### config.mk
export PLATFORM = sky130hd
export DESIGN_NAME = nibble_serial_adder_ctrl
export DESIGN_NICKNAME = d
export VERILOG_FILES = /design/src/rtl/nibble_serial_adder_ctrl.sv
export SDC_FILE = /design/constraint.sdc
export NUM_CORES = 1
export LEC_CHECK = 0
export ABC_AREA = 1
export BUFFER_PORTS_ARGS = -buffer_cell sky130_fd_sc_hd__buf_2
export CORE_AREA = 3 3 76 78
export DETAILED_ROUTE_END_ITERATION = 10
export DIE_AREA = 0 0 79 81
export PLACE_DENSITY = 0.77
export SYNTH_ARGS = -nofsm -noshare
export SYNTH_HDL_FRONTEND = slang
export SYNTH_SLANG_ARGS = --single-unit
export TNS_END_PERCENT = 30
### constraint.sdc
create_clock -name clk_i -period 2.56 [get_ports clk_i]
set_input_delay 0.512 -clock clk_i [delete_from_list [all_inputs] [get_ports clk_i]]
set_output_delay 0.512 -clock clk_i [all_outputs]
set_load 0.005 [all_outputs]
### src/rtl/nibble_serial_adder_ctrl.sv
// Wide add/subtract done one nibble per clock through a single shared 4-bit
// ripple adder, with a start/busy/done handshake around each operation.

module sum4bit (
   input  logic [3:0] a_i,
   input  logic [3:0] b_i,
   input  logic       c_i,
   output logic [3:0] s_o,
   output logic       c_o
);
   logic c;

   always_comb begin
      c   = c_i;
      s_o = '0;
      for (int i = 0; i < 4; i++) begin
         s_o[i] = a_i[i] ^ b_i[i] ^ c;
         c      = (a_i[i] & b_i[i]) | (c & (a_i[i] ^ b_i[i]));
      end
      c_o = c;
   end
endmodule

module nibble_serial_adder_ctrl #(
   parameter int NIBBLES = 4
) (
   input  logic                 clk_i,
   input  logic                 rst_i,
   input  logic                 start_i,
   input  logic                 sub_i,
   input  logic [4*NIBBLES-1:0] a_i,
   input  logic [4*NIBBLES-1:0] b_i,
   input  logic                 c_in_i,
   output logic [4*NIBBLES-1:0] s_o,
   output logic                 c_out_o,
   output logic                 ovf_o,
   output logic                 busy_o,
   output logic                 done_o
);
   localparam int W  = 4 * NIBBLES;
   localparam int CW = (NIBBLES > 1) ? $clog2(NIBBLES) : 1;
   localparam logic [CW-1:0] LAST = CW'(NIBBLES - 1);

   typedef enum logic [1:0] {IDLE, RUN, DONE} state_t;

   state_t        state_q, state_d;
   logic [CW-1:0] cnt_q, cnt_d;
   logic [W-1:0]  a_q, a_d, b_q, b_d, s_q, s_d;
   logic          carry_q, carry_d, cout_q, cout_d, ovf_q, ovf_d;
   logic [3:0]    sum;
   logic          sum_c;

   sum4bit u_add (
      .a_i (a_q[3:0]),
      .b_i (b_q[3:0]),
      .c_i (carry_q),
      .s_o (sum),
      .c_o (sum_c)
   );

   always_ff @(posedge clk_i) begin
      if (rst_i) begin
         state_q <= IDLE;
         cnt_q   <= '0;
         a_q     <= '0;
         b_q     <= '0;
         s_q     <= '0;
         carry_q <= 1'b0;
         cout_q  <= 1'b0;
         ovf_q   <= 1'b0;
      end else begin
         state_q <= state_d;
         cnt_q   <= cnt_d;
         a_q     <= a_d;
         b_q     <= b_d;
         s_q     <= s_d;
         carry_q <= carry_d;
         cout_q  <= cout_d;
         ovf_q   <= ovf_d;
      end
   end

   always_comb begin
      state_d = state_q;
      cnt_d   = cnt_q;
      a_d     = a_q;
      b_d     = b_q;
      s_d     = s_q;
      carry_d = carry_q;
      cout_d  = cout_q;
      ovf_d   = ovf_q;
      unique case (state_q)
         IDLE: if (start_i) begin
            // Subtraction is a + ~b + ~borrow, so the adder never changes.
            a_d     = a_i;
            b_d     = sub_i ? ~b_i : b_i;
            carry_d = c_in_i ^ sub_i;
            s_d     = '0;
            cout_d  = 1'b0;
            ovf_d   = 1'b0;
            cnt_d   = '0;
            state_d = RUN;
         end
         RUN: begin
            s_d     = (s_q >> 4) | (W'(sum) << (W - 4));
            a_d     = a_q >> 4;
            b_d     = b_q >> 4;
            carry_d = sum_c;
            cnt_d   = cnt_q + 1'b1;
            if (cnt_q == LAST) begin
               state_d = DONE;
               cout_d  = sum_c;
               ovf_d   = (a_q[3] == b_q[3]) && (sum[3] != a_q[3]);
            end
         end
         DONE:    state_d = IDLE;
         default: state_d = IDLE;
      endcase
   end

   assign s_o     = s_q;
   assign c_out_o = cout_q;
   assign ovf_o   = ovf_q;
   assign busy_o  = (state_q != IDLE);
   assign done_o  = (state_q == DONE);
endmodule

==> summary.md <==
| Metric | Value |
|---|---|
| Syn_nets | 457 |
| Diode count | 0 |
| Total Routing Usage GR | 19.7% |
| Final setup viols | 0 |
| CTS clock-pin slew for the worst setup and hold paths | 100 ps |
| Min setup slack post-route | 170 ps |
| H-tree Lvls | 2 |
| GRT overflow | 0 |
| Via-to-Cell Ratio | 4.72 |
| Post-CTS Setup Bufs | 0 |
| Initial antenna violation count | 0 |
| Slew margin rel. | 49.0% |
| Placer Congestion | 0.766 |
| PD cells | 610 nW/um^2 |
| Slowest Stage Delay on Critical Path | 460 ps |
| EDFF count, synth | 0 |
| Overall routed net length | ~5900 um |
| Most common cell in the netlist | nand2_1 |
| Top post-synthesis cells by area | dfxtp_1, nand2_1, inv_1 |
| Final Hold Viols | 0 |
| Maximum fanout along the worst path | 3 |
| Total number of yosys warnings | 0 |
| Num rows | 26 |
| Worst Max-Slew Pin Slew | around 760 ps |
| Die X | 79 um |
| Max cap viols | 0 |
| Die height | 81 um |
| Unrepaired setup endpoints after global routing | no |
| Yosys top cell by area | dfxtp_1 |
| Die footprint | between 6000 and 7000 um^2 |
| Core box area | 5140 um^2 |
| Hold Path Class | in -> reg |
| Vias in the first global route | 2,280 |
| First drt pass iteration count | 4 |
| WP data required | ~2800 ps |
| Synth cell count leaders | nand2_1, dfxtp_1, inv_1, nor2_1, a21oi_1 |
| Min cycle time layout | about 2400 ps |
| Dpl ws | 156 ps |
| Sequential share of the synthesized area | 40.1% |
| Remaining DRCs | 0 |
| Nets | around 500 |
| Yosys reg bits | 55 |
| Via count | 2,495 |
| Crit Path Category | reg -> reg |
| Leak | 1.64 nW |
| Port buffer count | between 50 and 60 |
| Max Slew Vio Count | 0 |
| Post-Syn Area | 2740 um^2 |
| Post-synth cell types | 22 |
| CP Launch Type | flip-flop |
| CTS tree | built |
| Synth Area per Inst | 6.63 um^2 |
| Share of post-route cells with drive strength above 1 | ~17% |
| Slowest cell on crit path | fa_1 |
| Layout area overhead | 13.4% |
| Clk_skew | 4.79 ps |
| Max Freq | 0.418 GHz |
| Detailed placement HPWL | 4070 um |
| Synth Instances | 414 |
| Initial drt markers | 125 |
| Worst skew pair latency | 310 ps |
| Starting Density | between 50% and 60% |
| WL/cell | 11.1 um |
| ANT nets after route | 0 |
| Async set-reset flop share out of synthesis | 0% |
| Top cell type's share of synthesized area | approximately 40% |
| Largest net degree at the start of global routing | 51 |
| Total clock sinks | 55 |
| # IOs | 57 |
| CTS buffer count | 5 |
| First-pass GRT wire length | 9960 um |
| Setup_tns | 0 ps |
| Longest Clk Path Bufs | 2 |
| Fin Hold WS | 455 ps |
| Worst Setup End Kind | flip-flop |
| WP data arrival | 2650 ps |
| Filler cell count | 535 |
| Final Util | around three fifths |
| Max rail drop VDD | 0.000342 V |
| CTS root buf | clkbuf_8 |
| Most common cell on crit path | nand2_1 |
| CP cell instances | inv_1, fa_2, inv_1, fa_2, inv_1, fa_2, inv_2, fa_1, inv_1, nand2_1, nand2_1, nand2_1, nand2_1, nand2_1, nor2_1 |
| Period utilization | 93.4% |
| Status | finished clean |
| Prevailing post-synth register cell | dfxtp_1 |
| Total power | roughly 1.9 mW |
==> layout make-up <==
class | instances | area (um^2) | share of cell area [%]
clock buffers | 6 | 72.6 | 2.33
clock inverters | 2 | 60.1 | 1.93
inverters | 49 | 185 | 5.95
multi-input cells | 289 | 1300 | 41.7
flip-flops and latches | 55 | 1100 | 35.4
well taps | 70 | 87.6 | 2.81
repair buffers | 58 | 308 | 9.89
==> logic make-up after synthesis <==
family	Yosys count	share of synthesized area, %
simple gates	239	34.0
buf+inv	70	12.9
flops	55	40.1
compound gates	39	7.62
fa+ha+maj	6	3.83
xor+xnor	5	1.60
==> where the power goes <==
| part | switching, mW | internal (mW) |
|---|---|---|
| Sequential | 0.0274 | 0.904 |
| Clock | 0.282 | 0.391 |
| Combinational | 0.183 | 0.112 |
==> state kept, by name, indices dropped and copies added, names as in the netlist <==
register / cells
c_out_o: 1
ovf_o: 1
s_o: 16
cnt_q: 2
carry_q: 1
state_q: 2
b_q: 16
a_q: 16
==> critical path, delay by kind of cell, from the launching register on <==
kind	cells	cell delay (ps)
flops	1	320
buf+inv	5	330
simple gates	6	370
fa+ha+maj	4	1320
==> stage by stage <==
step,instances,instance area [um^2]
finish,529,3110
CTS,529,3100
global placement,521,2970
detailed placement,521,2970
global route,529,3110
floorplan,414,2740
==> per-layer routing <==
| layer | track usage, % | up-vias | share of wire (%) |
|---|---|---|---|
| met5 | 0 | - | 0 |
| met2 | 33.5 | 56 | 47 |
| met3 | 4.43 | 9 | 4.6 |
| li1 | - | 1323 | - |
| met1 | 24.7 | 1107 | 47 |
| met4 | 7.22 | 0 | 1.8 |
==> path summary, 6_finish.rpt <==
path,startpoint,end,slack (ps),cells past startpoint
max,a_q[0],ovf_o,170,15
max reg2reg,a_q[0],ovf_o,170,15
min reg2reg,s_o[0],s_o[0],460,2
min,a_i[14],a_q[14],450,3
==> what timing repair did <==
action                                  CTS  global route
gates resized for setup                   0             4
endpoints found under the setup margin    0             1
hold buffers                              0             0
==> layout by cell type (no fill, tap or decap) <==
cell       count
nor2_1        32
inv_2          3
fa_1           1
fa_2           3
a21oi_1       27
nand2_1      188
inv_1         45
dfxtp_1       55
or2_2          2
ha_1           2
nand3_1       14
o21ai_0       10
buf_2         56
buf_12         1
clkbuf_8       5
nand2_2        1
clkbuf_1       1
o21ai_4        1
clkinv_2       1
xor2_1         5
nor2_2         1
o21a_1         1
buf_4          1
nand2_4        1
bufinv_16      2
Power figures use the tool's default switching activity.
